## src/rtl/ndn_pkg.sv

```systemverilog
// Shared NDN router constants and types.
// Packet sizes are derived from field widths.
package ndn_pkg;

  localparam int META_W   = 8;
  localparam int PREFIX_W = 64;
  localparam int DATA_W   = 256;

  localparam int INTEREST_BYTES = (META_W + PREFIX_W) / 8;
  localparam int DATA_BYTES     = (META_W + PREFIX_W + DATA_W) / 8;

  localparam int IDX_W = $clog2(DATA_BYTES + 1);

  typedef enum logic [1:0] {
    DR_IDLE,
    DR_STROBE,
    DR_SEND
  } drain_state_e;

endpackage

```

## src/rtl/spi_rx_framer_if.sv

```systemverilog
// SPI pins in, FIB byte stream and status out.
// master = SPI/FIB side, slave = framer.
interface spi_rx_framer_if;

  logic       spi_sclk;
  logic       spi_mosi;
  logic       spi_cs_n;
  logic       RX_valid;
  logic [7:0] data_SPI_to_FIB;
  logic       rx_drop;
  logic       rx_busy;

  modport master (
    output spi_sclk, spi_mosi, spi_cs_n,
    input  RX_valid, data_SPI_to_FIB,
    input  rx_drop, rx_busy
  );

  modport slave (
    input  spi_sclk, spi_mosi, spi_cs_n,
    output RX_valid, data_SPI_to_FIB,
    output rx_drop, rx_busy
  );

endinterface

```

## src/rtl/spi_byte_rx.sv

```systemverilog
// SPI mode-0 byte deserializer, MSB first.
// Synchronizes the pins and edge-detects sclk.
module spi_byte_rx #(
  parameter int SYNC_STAGES = 2
) (
  input  logic       clk_i,
  input  logic       rst_i,
  input  logic       sclk_i,
  input  logic       mosi_i,
  input  logic       cs_n_i,
  output logic       byte_valid_o,
  output logic [7:0] byte_o,
  output logic       cs_abort_o,
  output logic       cs_end_o
);

  logic [SYNC_STAGES-1:0] sclk_sq;
  logic [SYNC_STAGES-1:0] mosi_sq;
  logic [SYNC_STAGES-1:0] cs_sq;
  logic       sclk_prev_q, cs_prev_q;
  logic [2:0] cnt_q, cnt_d;
  logic [6:0] shift_q, shift_d;
  logic       sclk_s, mosi_s, cs_s, rise;

  assign sclk_s = sclk_sq[SYNC_STAGES-1];
  assign mosi_s = mosi_sq[SYNC_STAGES-1];
  assign cs_s   = cs_sq[SYNC_STAGES-1];
  assign rise   = sclk_s & ~sclk_prev_q;

  always_comb begin
    cnt_d        = cnt_q;
    shift_d      = shift_q;
    byte_valid_o = 1'b0;
    if (cs_s) begin
      cnt_d = '0;
    end else if (rise) begin
      shift_d      = {shift_q[5:0], mosi_s};
      cnt_d        = cnt_q + 3'd1;
      byte_valid_o = (cnt_q == 3'd7);
    end
  end

  assign byte_o     = {shift_q, mosi_s};
  assign cs_end_o   = cs_s & ~cs_prev_q;
  assign cs_abort_o = cs_end_o & (cnt_q != 3'd0);

  always_ff @(posedge clk_i) begin
    if (rst_i) begin
      sclk_sq     <= '0;
      mosi_sq     <= '0;
      cs_sq       <= '1;
      sclk_prev_q <= 1'b0;
      cs_prev_q   <= 1'b1;
      cnt_q       <= '0;
      shift_q     <= '0;
    end else begin
      sclk_sq     <= {sclk_sq[SYNC_STAGES-2:0], sclk_i};
      mosi_sq     <= {mosi_sq[SYNC_STAGES-2:0], mosi_i};
      cs_sq       <= {cs_sq[SYNC_STAGES-2:0], cs_n_i};
      sclk_prev_q <= sclk_s;
      cs_prev_q   <= cs_s;
      cnt_q       <= cnt_d;
      shift_q     <= shift_d;
    end
  end

endmodule

```

## src/rtl/spi_rx_framer.sv

```systemverilog
// Frames SPI bytes into interest/data packets and
// drains them from ping-pong buffers to the FIB.
module spi_rx_framer
  import ndn_pkg::*;
#(
  parameter int SYNC_STAGES   = 2,
  parameter int DATA_FLAG_BIT = 7
) (
  input logic clk,
  input logic rst,
  spi_rx_framer_if.slave bus
);

  logic       byte_valid, cs_abort, cs_end;
  logic [7:0] rx_byte;

  logic [7:0] buf_q [2][DATA_BYTES];
  logic       fill_sel_q, last_q;
  logic       dropping_q, drop_q;
  logic [IDX_W-1:0] idx_q, len_q;
  logic [IDX_W-1:0] new_len, cur_len;
  logic [1:0][IDX_W-1:0] blen_q;
  logic [1:0] full_q, full_d, free_vec;
  logic       start_drop, cs_drop, wr_en, done;

  drain_state_e     state_q, state_d;
  logic             dsel_q, dsel_d;
  logic [IDX_W-1:0] oidx_q, oidx_d;
  logic             rx_valid;
  logic [7:0]       rx_data;

  spi_byte_rx #(
    .SYNC_STAGES (SYNC_STAGES)
  ) u_byte_rx (
    .clk_i        (clk),
    .rst_i        (rst),
    .sclk_i       (bus.spi_sclk),
    .mosi_i       (bus.spi_mosi),
    .cs_n_i       (bus.spi_cs_n),
    .byte_valid_o (byte_valid),
    .byte_o       (rx_byte),
    .cs_abort_o   (cs_abort),
    .cs_end_o     (cs_end)
  );

  // Length comes straight from byte 0 while it is being written
  always_comb begin
    new_len = rx_byte[DATA_FLAG_BIT] ? IDX_W'(DATA_BYTES)
                                     : IDX_W'(INTEREST_BYTES);
    cur_len = (idx_q == '0) ? new_len : len_q;
    start_drop = byte_valid && !dropping_q &&
                 (idx_q == '0) && (|full_q);
    wr_en   = byte_valid && !dropping_q && !start_drop;
    done    = wr_en && (idx_q + IDX_W'(1) == cur_len);
    cs_drop = cs_end && !dropping_q &&
              (cs_abort || idx_q != '0);
    full_d  = full_q & ~free_vec;
    if (done) full_d[fill_sel_q] = 1'b1;
  end

  always_ff @(posedge clk) begin
    if (rst) begin
      fill_sel_q <= 1'b0;
      last_q     <= 1'b0;
      dropping_q <= 1'b0;
      drop_q     <= 1'b0;
      idx_q      <= '0;
      len_q      <= '0;
      blen_q     <= '0;
      full_q     <= '0;
    end else begin
      drop_q <= start_drop || cs_drop;
      full_q <= full_d;
      if (cs_end) begin
        idx_q      <= '0;
        dropping_q <= 1'b0;
      end else if (start_drop) begin
        dropping_q <= 1'b1;
        len_q      <= new_len;
        idx_q      <= IDX_W'(1);
      end else if (dropping_q && byte_valid) begin
        if (idx_q + IDX_W'(1) == len_q) begin
          dropping_q <= 1'b0;
          idx_q      <= '0;
        end else begin
          idx_q <= idx_q + IDX_W'(1);
        end
      end else if (wr_en) begin
        len_q <= cur_len;
        if (done) begin
          idx_q              <= '0;
          fill_sel_q         <= ~fill_sel_q;
          last_q             <= fill_sel_q;
          blen_q[fill_sel_q] <= cur_len;
        end else begin
          idx_q <= idx_q + IDX_W'(1);
        end
      end
    end
  end

  always_ff @(posedge clk) begin
    if (wr_en) buf_q[fill_sel_q][idx_q] <= rx_byte;
  end

  // With both buffers full the older one is the one not last filled
  always_comb begin
    state_d  = state_q;
    dsel_d   = dsel_q;
    oidx_d   = oidx_q;
    free_vec = '0;
    rx_valid = 1'b0;
    rx_data  = '0;
    unique case (state_q)
      DR_IDLE: begin
        if (|full_q) begin
          state_d = DR_STROBE;
          dsel_d  = (&full_q) ? ~last_q : full_q[1];
          oidx_d  = '0;
        end
      end
      DR_STROBE: begin
        rx_valid = 1'b1;
        state_d  = DR_SEND;
      end
      DR_SEND: begin
        rx_data = buf_q[dsel_q][oidx_q];
        if (oidx_q == blen_q[dsel_q] - IDX_W'(1)) begin
          free_vec[dsel_q] = 1'b1;
          state_d          = DR_IDLE;
        end else begin
          oidx_d = oidx_q + IDX_W'(1);
        end
      end
      default: state_d = DR_IDLE;
    endcase
  end

  always_ff @(posedge clk) begin
    if (rst) begin
      state_q <= DR_IDLE;
      dsel_q  <= 1'b0;
      oidx_q  <= '0;
    end else begin
      state_q <= state_d;
      dsel_q  <= dsel_d;
      oidx_q  <= oidx_d;
    end
  end

  assign bus.RX_valid        = rx_valid;
  assign bus.data_SPI_to_FIB = rx_data;
  assign bus.rx_drop         = drop_q;
  assign bus.rx_busy         = |full_q;

endmodule

```

## src/flat_wrapper.sv

```systemverilog
// flat-port wrapper written by rule: the top's interface ports become plain ports
module spi_rx_framer_flat import ndn_pkg::*;
#(
  parameter int SYNC_STAGES   = 2,
  parameter int DATA_FLAG_BIT = 7
)
  (clk, rst, bus_spi_sclk, bus_spi_mosi, bus_spi_cs_n, bus_RX_valid, bus_data_SPI_to_FIB, bus_rx_drop, bus_rx_busy);
  spi_rx_framer_if bus_i ();
  input logic clk;
  input logic rst;
  input wire logic [$bits(bus_i.spi_sclk)-1:0] bus_spi_sclk;
  input wire logic [$bits(bus_i.spi_mosi)-1:0] bus_spi_mosi;
  input wire logic [$bits(bus_i.spi_cs_n)-1:0] bus_spi_cs_n;
  output wire logic [$bits(bus_i.RX_valid)-1:0] bus_RX_valid;
  output wire logic [$bits(bus_i.data_SPI_to_FIB)-1:0] bus_data_SPI_to_FIB;
  output wire logic [$bits(bus_i.rx_drop)-1:0] bus_rx_drop;
  output wire logic [$bits(bus_i.rx_busy)-1:0] bus_rx_busy;
  assign bus_i.spi_sclk = bus_spi_sclk;
  assign bus_i.spi_mosi = bus_spi_mosi;
  assign bus_i.spi_cs_n = bus_spi_cs_n;
  assign bus_RX_valid = bus_i.RX_valid;
  assign bus_data_SPI_to_FIB = bus_i.data_SPI_to_FIB;
  assign bus_rx_drop = bus_i.rx_drop;
  assign bus_rx_busy = bus_i.rx_busy;
  spi_rx_framer #(.SYNC_STAGES(SYNC_STAGES), .DATA_FLAG_BIT(DATA_FLAG_BIT)) u_core (.clk(clk), .rst(rst), .bus(bus_i));
endmodule
```

## config.mk

```make
export PLATFORM = sky130hd
export DESIGN_NAME = spi_rx_framer_flat
export DESIGN_NICKNAME = d
export VERILOG_FILES = /design/src/rtl/ndn_pkg.sv /design/src/rtl/spi_rx_framer_if.sv /design/src/rtl/spi_byte_rx.sv /design/src/rtl/spi_rx_framer.sv /design/src/flat_wrapper.sv
export SDC_FILE = /design/constraint.sdc
export NUM_CORES = 1
export LEC_CHECK = 0
export ABC_AREA = 1
export BUFFER_PORTS_ARGS = -buffer_cell sky130_fd_sc_hd__clkbuf_2
export CAP_MARGIN = 30
export CORE_MARGIN = 2
export CORE_UTILIZATION = 58
export DETAILED_ROUTE_END_ITERATION = 8
export GPL_TIMING_DRIVEN = 0
export PLACE_DENSITY = 0.74
export RECOVER_POWER = 50
export SYNTH_ARGS = -nofsm -noshare
export SYNTH_HDL_FRONTEND = slang
export SYNTH_HIERARCHICAL = 1
export SYNTH_SLANG_ARGS = --single-unit
```

## constraint.sdc

```tcl
create_clock -name clk -period 3.1 [get_ports clk]
set_input_delay 0.465 -clock clk [delete_from_list [all_inputs] [get_ports clk]]
set_output_delay 0.465 -clock clk [all_outputs]
set_load 0.03 [all_outputs]
```

* After elaboration in Yosys (flattened, before gate mapping)
Memories as Yosys holds them, arrays and structs flattened. A register that Yosys moved wholly into a read port is not among the register bits.
Cells that the tools add are included.
** Word-level totals
- Flip-flop bits (word level) :: 57
- Bits in latches :: 0
- Bits in writable memories :: 656
- Memory bits (read-only) :: 0
- Bits of input ports :: 5
- Output and inout port bits :: 11
- Memories :: 1
** Cells by class
- $add $sub $neg :: 4
- $mul :: 0
- Divide/modulo/power cells :: 0
- $lt $le $gt $ge :: 7
- Equal/unequal tests :: 10
- Shift-type cells :: 0
- Multiplexer cells :: 45
- Bitwise logic cells :: 16
- Reductions and logical operators :: 37
** Memory list
- u_core.buf_q :: depth 2, width 328, read ports 1, clocked after memory_dff 1, wr ports 1, RTL line spi_rx_framer.sv:17 : logic [7:0] buf_q [2][DATA_BYTES];
** Operators with widths (number)
- $mux W328 :: 1
- $mux W6 :: 14
- $bmux W8 S6 :: 1
- $demux W8 S6 :: 1
- $mux W8 :: 4
- $eq A6 B6 Y1 :: 3
- $ge A7 B7 Y1 const B :: 2
- $not A6 Y7 :: 2
- $mux W1 :: 13
- $add A6 B1 Y6 const B :: 2
- $bwmux W12 :: 1
- $pmux W6 S2 :: 1
- $logic_and A1 B1 Y1 :: 11
- $mux W2 :: 5
- $reduce_and A2 Y1 :: 5
- $reduce_bool A2 Y1 :: 5
- $not A1 Y1 :: 8
- $lt A7 B1 Y1 const B :: 1
- $demux W6 S1 :: 1
- $logic_not A6 Y1 :: 1
- $pmux W2 S3 :: 1
- $reduce_and A3 Y1 :: 2
- $reduce_bool A3 Y1 :: 2
- $reduce_bool A6 Y1 :: 1
- 20 further kinds :: 31

* Logic depth before layout (Yosys ltp)
Gate-level depths: netlist of run 1.
- Depth in word-level cells :: 14
- Gate-level depth with buffers :: 18
- Depth with buffers taken out :: 17

* Hierarchy
The synthesis of run 1 kept the hierarchy.
** By module, submodules not included
- spi_rx_framer :: times used 1, cells an instance 2731, area each 29502.0 um^2, seq. area each 20499.7 um^2
- spi_byte_rx :: times used 1, cells an instance 95, area each 719.4 um^2, seq. area each 360.3 um^2

* Least setup slack after synthesis of run 1
Ideal clock, no wire load.
- Path type :: register to register
- Start :: register u_core.u_byte_rx.cnt_q[0]
- End :: memory u_core/buf_q[0][280] in the netlist's numbering, enable pin
- Setup time :: 0.383 ns
- Arrival :: 2.188 ns
- Required time :: 2.717 ns
- Slack :: 0.528 ns
- Cell stages (with the launch flop) :: 13
- Buffers on the path :: 1
- Cells stage by stage :: dfxtp_1 > ha_1 > ha_1 > inv_1 > nor2_1 > nand2_1 > nor2_1 > nand2_1 > nand2_1 > inv_1 > nand3_1 > buf_2 > nor3_1
** On the way
- Word-level cells in the longest chain between the ends :: 10
** RTL lines
- start, declared :: RTL line spi_byte_rx.sv:21 : logic [2:0] cnt_q, cnt_d;
- start signal, assigned :: RTL line spi_byte_rx.sv:62 : cnt_q <= cnt_d;
- $eq A3 B3 Y1 (*) :: RTL line spi_byte_rx.sv:39 : byte_valid_o = (cnt_q == 3'd7);
- $mux W1 (*) :: RTL line spi_byte_rx.sv:36 : end else if (rise) begin
- $mux W1 (*) :: RTL line spi_byte_rx.sv:34 : if (cs_s) begin
- net u_core.byte_valid :: RTL line spi_rx_framer.sv:14 : logic byte_valid, cs_abort, cs_end;
- $logic_and A1 B1 Y1 (*) :: RTL line spi_rx_framer.sv:51, spi_rx_framer.sv:53
- $logic_and A1 B1 Y1 :: RTL line spi_rx_framer.sv:51 : start_drop = byte_valid && !dropping_q &&
- $logic_and A1 B1 Y1 :: RTL line spi_rx_framer.sv:52 : (idx_q == '0) && (|full_q);
- $logic_not A1 Y1 :: RTL line spi_rx_framer.sv:53 : wr_en = byte_valid && !dropping_q && !start_drop;
- $logic_and A1 B1 Y1 (*) :: RTL line spi_rx_framer.sv:53
- $mux W1 (*) :: RTL line spi_rx_framer.sv:103 : if (wr_en) buf_q[fill_sel_q][idx_q] <= rx_byte;
- $mux W328 (implied by the code) (*) :: RTL line spi_rx_framer.sv:103
- end, declared :: RTL line spi_rx_framer.sv:17
Mark *: on every way through the listed nets, which the timed path passes. The rest lies on a longest branch.

==> impl_results.md, run 1 <==
- Max Slew Vio Count: 537
- Initial antenna violation count: 2
- Clk buf depth: 3
- Fraction of layout instances using a drive strength above 1: 0.1789
- Setup TNS: -3.147 ns
- Fillcell total: ~3.6k
- Yosys top cell by area: edfxtp_1
- Relative slew slack: -0.3604
- Post-synth EDFFs: approximately 660
- Row Count: 83
- CP Capture Point: bus_data_SPI_to_FIB[7]
- Slew @ Worst Pin: ~2.0 ns
- GR Util All Layers: 0.3704
- Initial DRC count: 3860
- CP required: between 2 and 3 ns
- Post-synth ARST share: 0
- Final Util: 0.6953
- Worst Setup Start Kind: flop
- Worst skew pair latency: about 0.63 ns
- Dominant cell by count in the synthesized netlist: edfxtp_1
- Die width: 232.3 microns
- Largest net degree at the start of global routing: 85
- Reg2reg start: u_core/idx_q[1]
- Met2 Routed Length: roughly 44000 microns
- ANT nets after route: 0
- CTS Buf Count: between 70 and 80
- Max Cap Violations: 10
- IO Port Bufs: 15
- Max FO, Critical Path: 10
- R2r setup slk: ~0.020 ns
- DR DRC count: 0
- Peak Freq: between 200 and 300 MHz
- CP Data Arrival Time: 3.06 ns
- Number of global-route vias before repair: between 20k and 25k
- R2r endpoint: u_core/buf_q[1][80]
- Worst path cell trace: buf_12 > clkinv_8 > bufbuf_16 > clkbuf_8 > o21ai_1 > nand2_1 > a21oi_2 > nand2_1 > nand2_1 > nand2_1 > inv_1 > nand2_2 > nand2_2 > a21oi_4 > buf_8
- CTS root buf: clkbuf_16
- Die Y: 232.3 microns
- Crit path kind: flop to primary output
- Clk_skew: 0.02731 ns
- Worst setup margin: -0.4268 ns
- CTS Hold Bufs: 0
- IO Count: 16
- Setup-failing EPs final: 8
- Global-route wire length before repair: between 100000 and 150000 microns
- Total core area: a little over 50000 sq um
- Synth Instances: ~2.8k
- M1 wire length: between 30000 and 40000 microns
- Nets: ~3.0k
- Leak pwr: between 10 and 15 nW
- Fin crit share: 1.138
- Outcome: finished, violations left
- Metal3 WL: 14440 microns
- Violated checks: max-capacitance violations, max-slew violations, negative setup slack
- Sequential share of the synthesized area: 0.6902
- Top_reg_cell synth: edfxtp_1
- Commonest cells in the netlist: 656 x edfxtp_1, 561 x nor2_1, 556 x nand2_1, 285 x o21ai_0, 174 x nand3_1
- Post-Route WL: 100100 microns
- Synthesized area per cell: 10.69 sq um
- CTS tree: built
- Cell mode on critical path: nand2_1
- Final min period: ~3.5 ns
- DP HPWL: roughly 65000 microns
- Cell area power density: between 500 and 600 nW/um^2
- Via count: 23.48k
- Vias per Instance: 6.329
- Yosys Warn Count: 6
- Area Growth Syn to Fin: 18.27%
- Slowest cell delay on critical path: slightly above 0.4 ns
- Die area: 53950 sq um
- RSZ-0062 raised after global routing: true
- Worst min-delay path class: input port to flop
- H-tree Lvls: 3
- Total gr overflow: 0
- Slowest cell on crit path: dfxtp_4
- Netlist cell types: 39
- Critical Path End Type: primary output
- Clock-pin slew on the worst setup and hold paths: roughly 0.060 ns
- Syn_nets: 2838
- Avg WL per Cell: 26.97 microns
- GPL Wtd Cong: 1.042
- Worst slack at placement: -0.7544 ns
- Initial Utilization: 0.5879
- Final hold violation count: 0
- VDD IR-drop max: around 0.38 mV
- Initial DRT Pass Iterations: 7
- Top-area cell type share of the netlist area: 0.6518
- Reg2Reg Depth: 9
- Synth area leaders: edfxtp_1 65%, nor2_1 7.0%, nand2_1 6.9%
- Yosys reg bits: approximately 700
- Synth Cell Area: between 30000 and 40000 sq um
- Top sig layer: met5
- CTS sink cnt: between 700 and 800
==> per-stage QoR <==
stage                     cell area, sq um  std cells  power [mW]  hold slack, ns
after floorplan                      30220       2826       10.65          0.3883
after global placement               31150       3521       10.69          0.3966
after detailed placement             31500       3556       10.69          0.4027
after CTS                            35240       3697       19.01         0.03585
after global routing                 35740       3709       19.42         0.03910
final                                35740       3710       19.01         0.04597
==> sequential cells by signal, summed over array words and instances (netlist names), named ones only <==
signal / flops
u_core/fill_sel_q: 1
u_core/oidx_q: 6
u_core/u_byte_rx/cs_sq: 2
u_core/idx_q: 6
u_core/bus.rx_drop: 1
u_core/dsel_q: 1
u_core/u_byte_rx/sclk_prev_q: 1
u_core/dropping_q: 1
u_core/last_q: 1
u_core/blen_q: 12
u_core/u_byte_rx/sclk_sq: 2
u_core/u_byte_rx/mosi_sq: 2
u_core/u_byte_rx/shift_q: 7
u_core/u_byte_rx/cnt_q: 3
u_core/state_q: 2
u_core/full_q: 2
u_core/buf_q: 656
u_core/u_byte_rx/cs_prev_q: 1
u_core/len_q: 6
==> worst max-delay path, delay by kind of cell (launching register included) <==
family	cells	cell delay, ns
flip-flops	1	0.41
AND/OR/NAND/NOR	6	0.60
AO/OA/AOI/OAI	3	0.43
buffers and inverters	6	0.98
==> routing by layer <==
layer	track usage	vias to the layer above
met2	0.5607	1920
met1	0.4697	11090
met5	0	-
met4	0.2334	4
li1	-	10032
met3	0.1092	434
==> final cells by class <==
cell class                 count  area (sq um)  area share
clock buffer                  87          1922     0.05377
multi-input combinational   1815          9046      0.2531
buffer                       158          1435     0.04015
timing repair buffer          81         729.5     0.02041
inverter                     137         538.0     0.01505
tap                          680         850.8     0.02380
antenna                        1         2.502  0.00007001
sequential                   714         20870      0.5839
clock inverter                37         349.1    0.009767
==> worst min path at each step <==
| stage | start | end | slack [ns] | depth (start not counted) |
|---|---|---|---|---|
| 2_1_floorplan | u_core/u_byte_rx/mosi_sq[0] | u_core/u_byte_rx/mosi_sq[1] | 0.39 | 2 |
| 3_3_place_gp | u_core/u_byte_rx/cs_sq[0] | u_core/u_byte_rx/cs_sq[1] | 0.40 | 1 |
| 3_5_place_dp | u_core/u_byte_rx/cs_sq[0] | u_core/u_byte_rx/cs_sq[1] | 0.40 | 1 |
| 4_1_cts | bus_spi_sclk | u_core/u_byte_rx/sclk_sq[0] | 0.04 | 3 |
| 5_1_grt | bus_spi_cs_n | u_core/u_byte_rx/cs_sq[0] | 0.04 | 2 |
| 6_report | bus_spi_cs_n | u_core/u_byte_rx/cs_sq[0] | 0.05 | 2 |
==> kinds of logic (layout without fill, tap and decap cells) <==
kind of cell    after synthesis  in the layout  synth area share
fa+ha+maj                     7              7          0.002898
xor+xnor                      4              4          0.001159
flops                       714            714            0.6902
simple gates               1390           1390            0.1890
buf+inv                     297            500           0.04260
other cells                   0              1                 0
compound gates              412            412           0.07349
mux                           2              2         0.0006624
==> cell usage in the layout (no fill, tap or decap), types with 8 or more instances in the layout <==
master / synthesis / final
dfxtp_1: 58 / 52
nor3_2: 0 / 15
clkinv_2: 0 / 14
nor2_4: 1 / 42
o21ai_1: 1 / 32
nand2_2: 6 / 30
nand4_1: 19 / 19
clkbuf_4: 0 / 20
clkbuf_1: 66 / 29
buf_8: 0 / 15
buf_6: 5 / 31
buf_12: 0 / 17
nor2_2: 5 / 18
buf_4: 16 / 48
nand3_2: 5 / 27
o22ai_1: 15 / 14
nand3_4: 3 / 10
o21ai_0: 285 / 247
nor3_4: 1 / 14
a21oi_2: 2 / 14
buf_2: 57 / 39
inv_1: 128 / 123
o211ai_1: 48 / 48
clkbuf_2: 1 / 31
edfxtp_1: 656 / 656
inv_2: 7 / 8
or2_2: 14 / 14
nor2_1: 561 / 507
nand3_1: 174 / 145
clkbuf_16: 0 / 77
a21oi_1: 58 / 42
clkinv_1: 1 / 10
nor3_1: 43 / 15
nand2_1: 556 / 530
clkbuf_8: 0 / 12
==> repair_timing <==
action	4_1_cts	5_1_grt
endpoints found under the setup margin	449	466
gates cloned	5	0
endpoints found under the hold margin	0	0
setup buffers	12	11
pin swaps	44	33
gates resized for setup	399	141
==> power breakdown <==
part / internal (mW) / switching (mW)
Combinational: 0.0107 / 0.0489
Sequential: 10.4 / 0.0261
Clock: 4.91 / 3.61
Total: 15.3 / 3.68
Power figures use the tool's default switching activity.
==> run 2: changes to the inputs <==
- CAP_MARGIN: 30 -> 10
- RECOVER_POWER: 50 -> 100
- SYNTH_HIERARCHICAL: 1 -> not set
==> run 2 against run 1 <==
Effect of this change:
- the run still ends with max-capacitance violations, max-slew violations, negative setup slack left
- via count decreased by 0.89%
- sequential cell count unchanged
- largest power group unchanged
- routed wire length fell by 0.62%
- sequential power is essentially flat
- register-to-register slack worse by 0.27 ns
- clock skew up 0.0031 ns
- critical path depth shrank 1
- total power decreased by 1.2%
- worst setup slack got worse by 0.0062 ns
==> impl_results.md, run 2 <==
- Max Cap Violations: 9
- Number of global-route vias before repair: approximately 22k
- Worst skew pair latency: 0.63 ns
- Register Area: approximately 21000 sq um
- Commonest cells in the netlist: 851 x nand2_1, 656 x edfxtp_1, 450 x nor2_1, 242 x nand3_1, 189 x o21ai_0
- Relative slew slack: -0.2450
- CTS sink cnt: ~710
- IO Count: 16
- Syn_nets: a little under 3k
- Crit path kind: flop to primary output
- WHS: 0.04262 ns
- Number of instances in the placed design: 3648
- Slowest cell on crit path: dfxtp_4
- Area Growth Syn to Fin: 18.14%
- Met2 Routed Length: between 40000 and 50000 microns
- Commonest non-fill, non-tap cell in the layout: nand2_1
- Sequential share of the synthesized area: 0.6874
- M1 wire length: between 30000 and 40000 microns
- CP required: around 2.6 ns
- Hold_sp: bus_spi_sclk
- Final Util: 0.6960
- Vias per Instance: slightly above 6
- Total gr overflow: 0
- Synthesized area per cell: approximately 10 sq um
- Fraction of layout instances using a drive strength above 1: 0.1512
- Violated checks: max-capacitance violations, max-slew violations, negative setup slack
- Setup TNS: -46.55 ns
- DR DRC count: 0
- Yosys top cell by area: edfxtp_1
- Initial DRT Pass Iterations: 6
- Total inserted antenna cells: 0
- Initial DRC count: 3504
- Yosys Warn Count: 0
- Post-route cell area: between 30000 and 40000 sq um
- Reg2Reg Depth: 9
- Clk buf depth: 3
- IO Port Bufs: 14
- Metal3 WL: around 13000 microns
- CP Data Arrival Time: just over 3 ns
- GR Util All Layers: 0.3650
- Reg2reg start: u_core.idx_q[1]
- Peak Freq: 283.0 MHz
- Slew @ Worst Pin: between 1.5 and 2 ns
- Die Y: 232.7 microns
- Synth Cell Area: 30340 sq um
- Clock-pin slew on the worst setup and hold paths: approximately 0.060 ns
- Synth Instances: just under 3k
- Max Slew Vio Count: slightly above 300
- Fillcell total: 3717
- DP HPWL: 65560 microns
- Clk_skew: slightly above 0.03 ns
- Worst setup margin: -0.4330 ns
- Total core area: 51510 sq um
- Yosys reg bits: 714
- Hold Crit Depth: 3
- Initial antenna violation count: 2
- Non-filler cells, final: roughly 3.8k
- CTS root buf: clkbuf_16
- Setup-failing EPs final: between 500 and 600
- ANT nets after route: 0
- Fin crit share: 1.140
- RSZ-0062 raised after global routing: true
- Worst slack at placement: -0.7215 ns
- Leak pwr: around 14 nW
- Max FO, Critical Path: 10
- Final min period: between 3 and 4 ns
- Worst path depth: 14
- Regs by FF count: u_core.buf_q (656), u_core.blen_q (12), u_core.u_byte_rx.shift_q (7)
- Post-synth ARST share: 0
- Worst path cell trace: buf_12 > buf_12 > buf_6 > nor2_1 > nor2_1 > o21ai_0 > nand3_1 > nand3_1 > nand2_1 > nand3_1 > nand2_2 > nand2_1 > a21oi_2 > clkbuf_8
- Post-synth EDFFs: between 600 and 700
- Multi-input gate area: roughly 8900 sq um
- H-tree Lvls: 3
- R2r setup slk: -0.25 ns
- Hold EP: u_core.u_byte_rx.sclk_sq[0]
- Row Count: 83
- Final hold violation count: 0
- Worst Setup Start Kind: flop
- WP buf/inv: 4
- Critical Path End Type: primary output
- Largest net degree at the start of global routing: between 80 and 90
- Synth area leaders: edfxtp_1 65%, nand2_1 11%, nor2_1 5.6%
- Outcome: finished, violations left
- Cell area power density: between 500 and 600 nW/um^2
- Largest register FFs: ~660
- CTS Buf Count: 73
- GPL Wtd Cong: roughly 1.0
- Avg WL per Cell: 26.08 microns
- Netlist cell types: 35
- Die width: ~230 microns
- Top_reg_cell synth: edfxtp_1
- Slowest cell delay on critical path: 0.37 ns
- Global-route wire length before repair: approximately 140000 microns
- Area after DPL: about 31000 sq um
- VDD IR-drop max: 0.5931 mV
- Initial Utilization: 0.5891
- Cell mode on critical path: nand3_1
- R2r endpoint: u_core.buf_q[0][95]
- CTS tree: built
- Die area: 54160 sq um
- Top reg by flops: u_core.buf_q
- Top sig layer: met4
- CTS Hold Bufs: 0
- Worst min-delay path class: input port to flop
- Delay-heaviest family, CP: simple AND/OR/NAND/NOR gates
- Top-area cell type share of the netlist area: 0.6492
- Dominant cell by count in the synthesized netlist: nand2_1
- Total power: 18.78 mW
- Via count: 23.27k
- Nets: ~3.1k
- Post-Route WL: about 99000 microns
- Most frequent cells in the layout: 839 x nand2_1, 656 x edfxtp_1, 365 x nor2_1, 212 x nand3_1, 178 x inv_1
run 2: cell families (layout without fill, tap and decap cells):
kind of cell	count (synthesis)	count (layout)	synth area share
AO/OA/AOI/OAI	284	284	0.04936
XOR/XNOR	8	8	0.002309
AND/OR/NAND/NOR	1589	1589	0.2114
buffers and inverters	344	532	0.04659
flip-flops	714	714	0.6874
adder cells (fa/ha/maj)	7	7	0.002886
run 2: report_power, final:
| part | internal [mW] | total, mW | switching (mW) |
|---|---|---|---|
| combinational | 0.00671 | 0.0378 | 0.0311 |
| sequential | 10.4 | 10.4 | 0.00701 |
| clock | 4.73 | 8.37 | 3.64 |
run 2: cell type report:
cell class | count | area share
sequential | 714 | 0.5822
multi-input combinational | 1888 | 0.2491
clock buffer | 96 | 0.05633
buffer | 151 | 0.03993
tap | 680 | 0.02373
timing repair buffer | 59 | 0.02192
inverter | 192 | 0.02098
clock inverter | 33 | 0.005584
timing repair inverter | 1 | 0.0002443
run 2: metal layers:
layer,GRT usage,up-vias
li1,-,10141
met1,0.4730,11049
met2,0.5669,1720
met3,0.08591,360
met4,0.2114,0
met5,0,-
run 2: worst reg2reg max path: cells and delay by family (launching register included):
kind            cells  cell delay, ns
compound gates      1            0.30
fa+ha+maj           1            0.22
buf+inv             2            0.36
flops               1            0.49
simple gates        5            1.63
run 2: worst max path at each step:
stage                                     start                     end  slack (ns)
finish                                     flop  bus_data_SPI_to_FIB[1]       -0.43
CTS                                        flop  bus_data_SPI_to_FIB[1]       -0.24
global placement    u_core.u_byte_rx.shift_q[6]       u_core.fill_sel_q       -0.83
global route                               flop  bus_data_SPI_to_FIB[1]       -0.46
floorplan                       u_core.idx_q[0]     u_core.buf_q[0][24]        0.66
detailed placement             u_core.oidx_q[0]  bus_data_SPI_to_FIB[0]       -0.72
run 2: timing repair:
| item | CTS | global route |
|---|---|---|
| setup buffers | 3 | 29 |
| gates cloned | 0 | 6 |
| pin swaps | 17 | 49 |
| setup endpoints to repair | 568 | 624 |
| resized for setup | 414 | 143 |
| endpoints found under the hold margin | 0 | 0 |
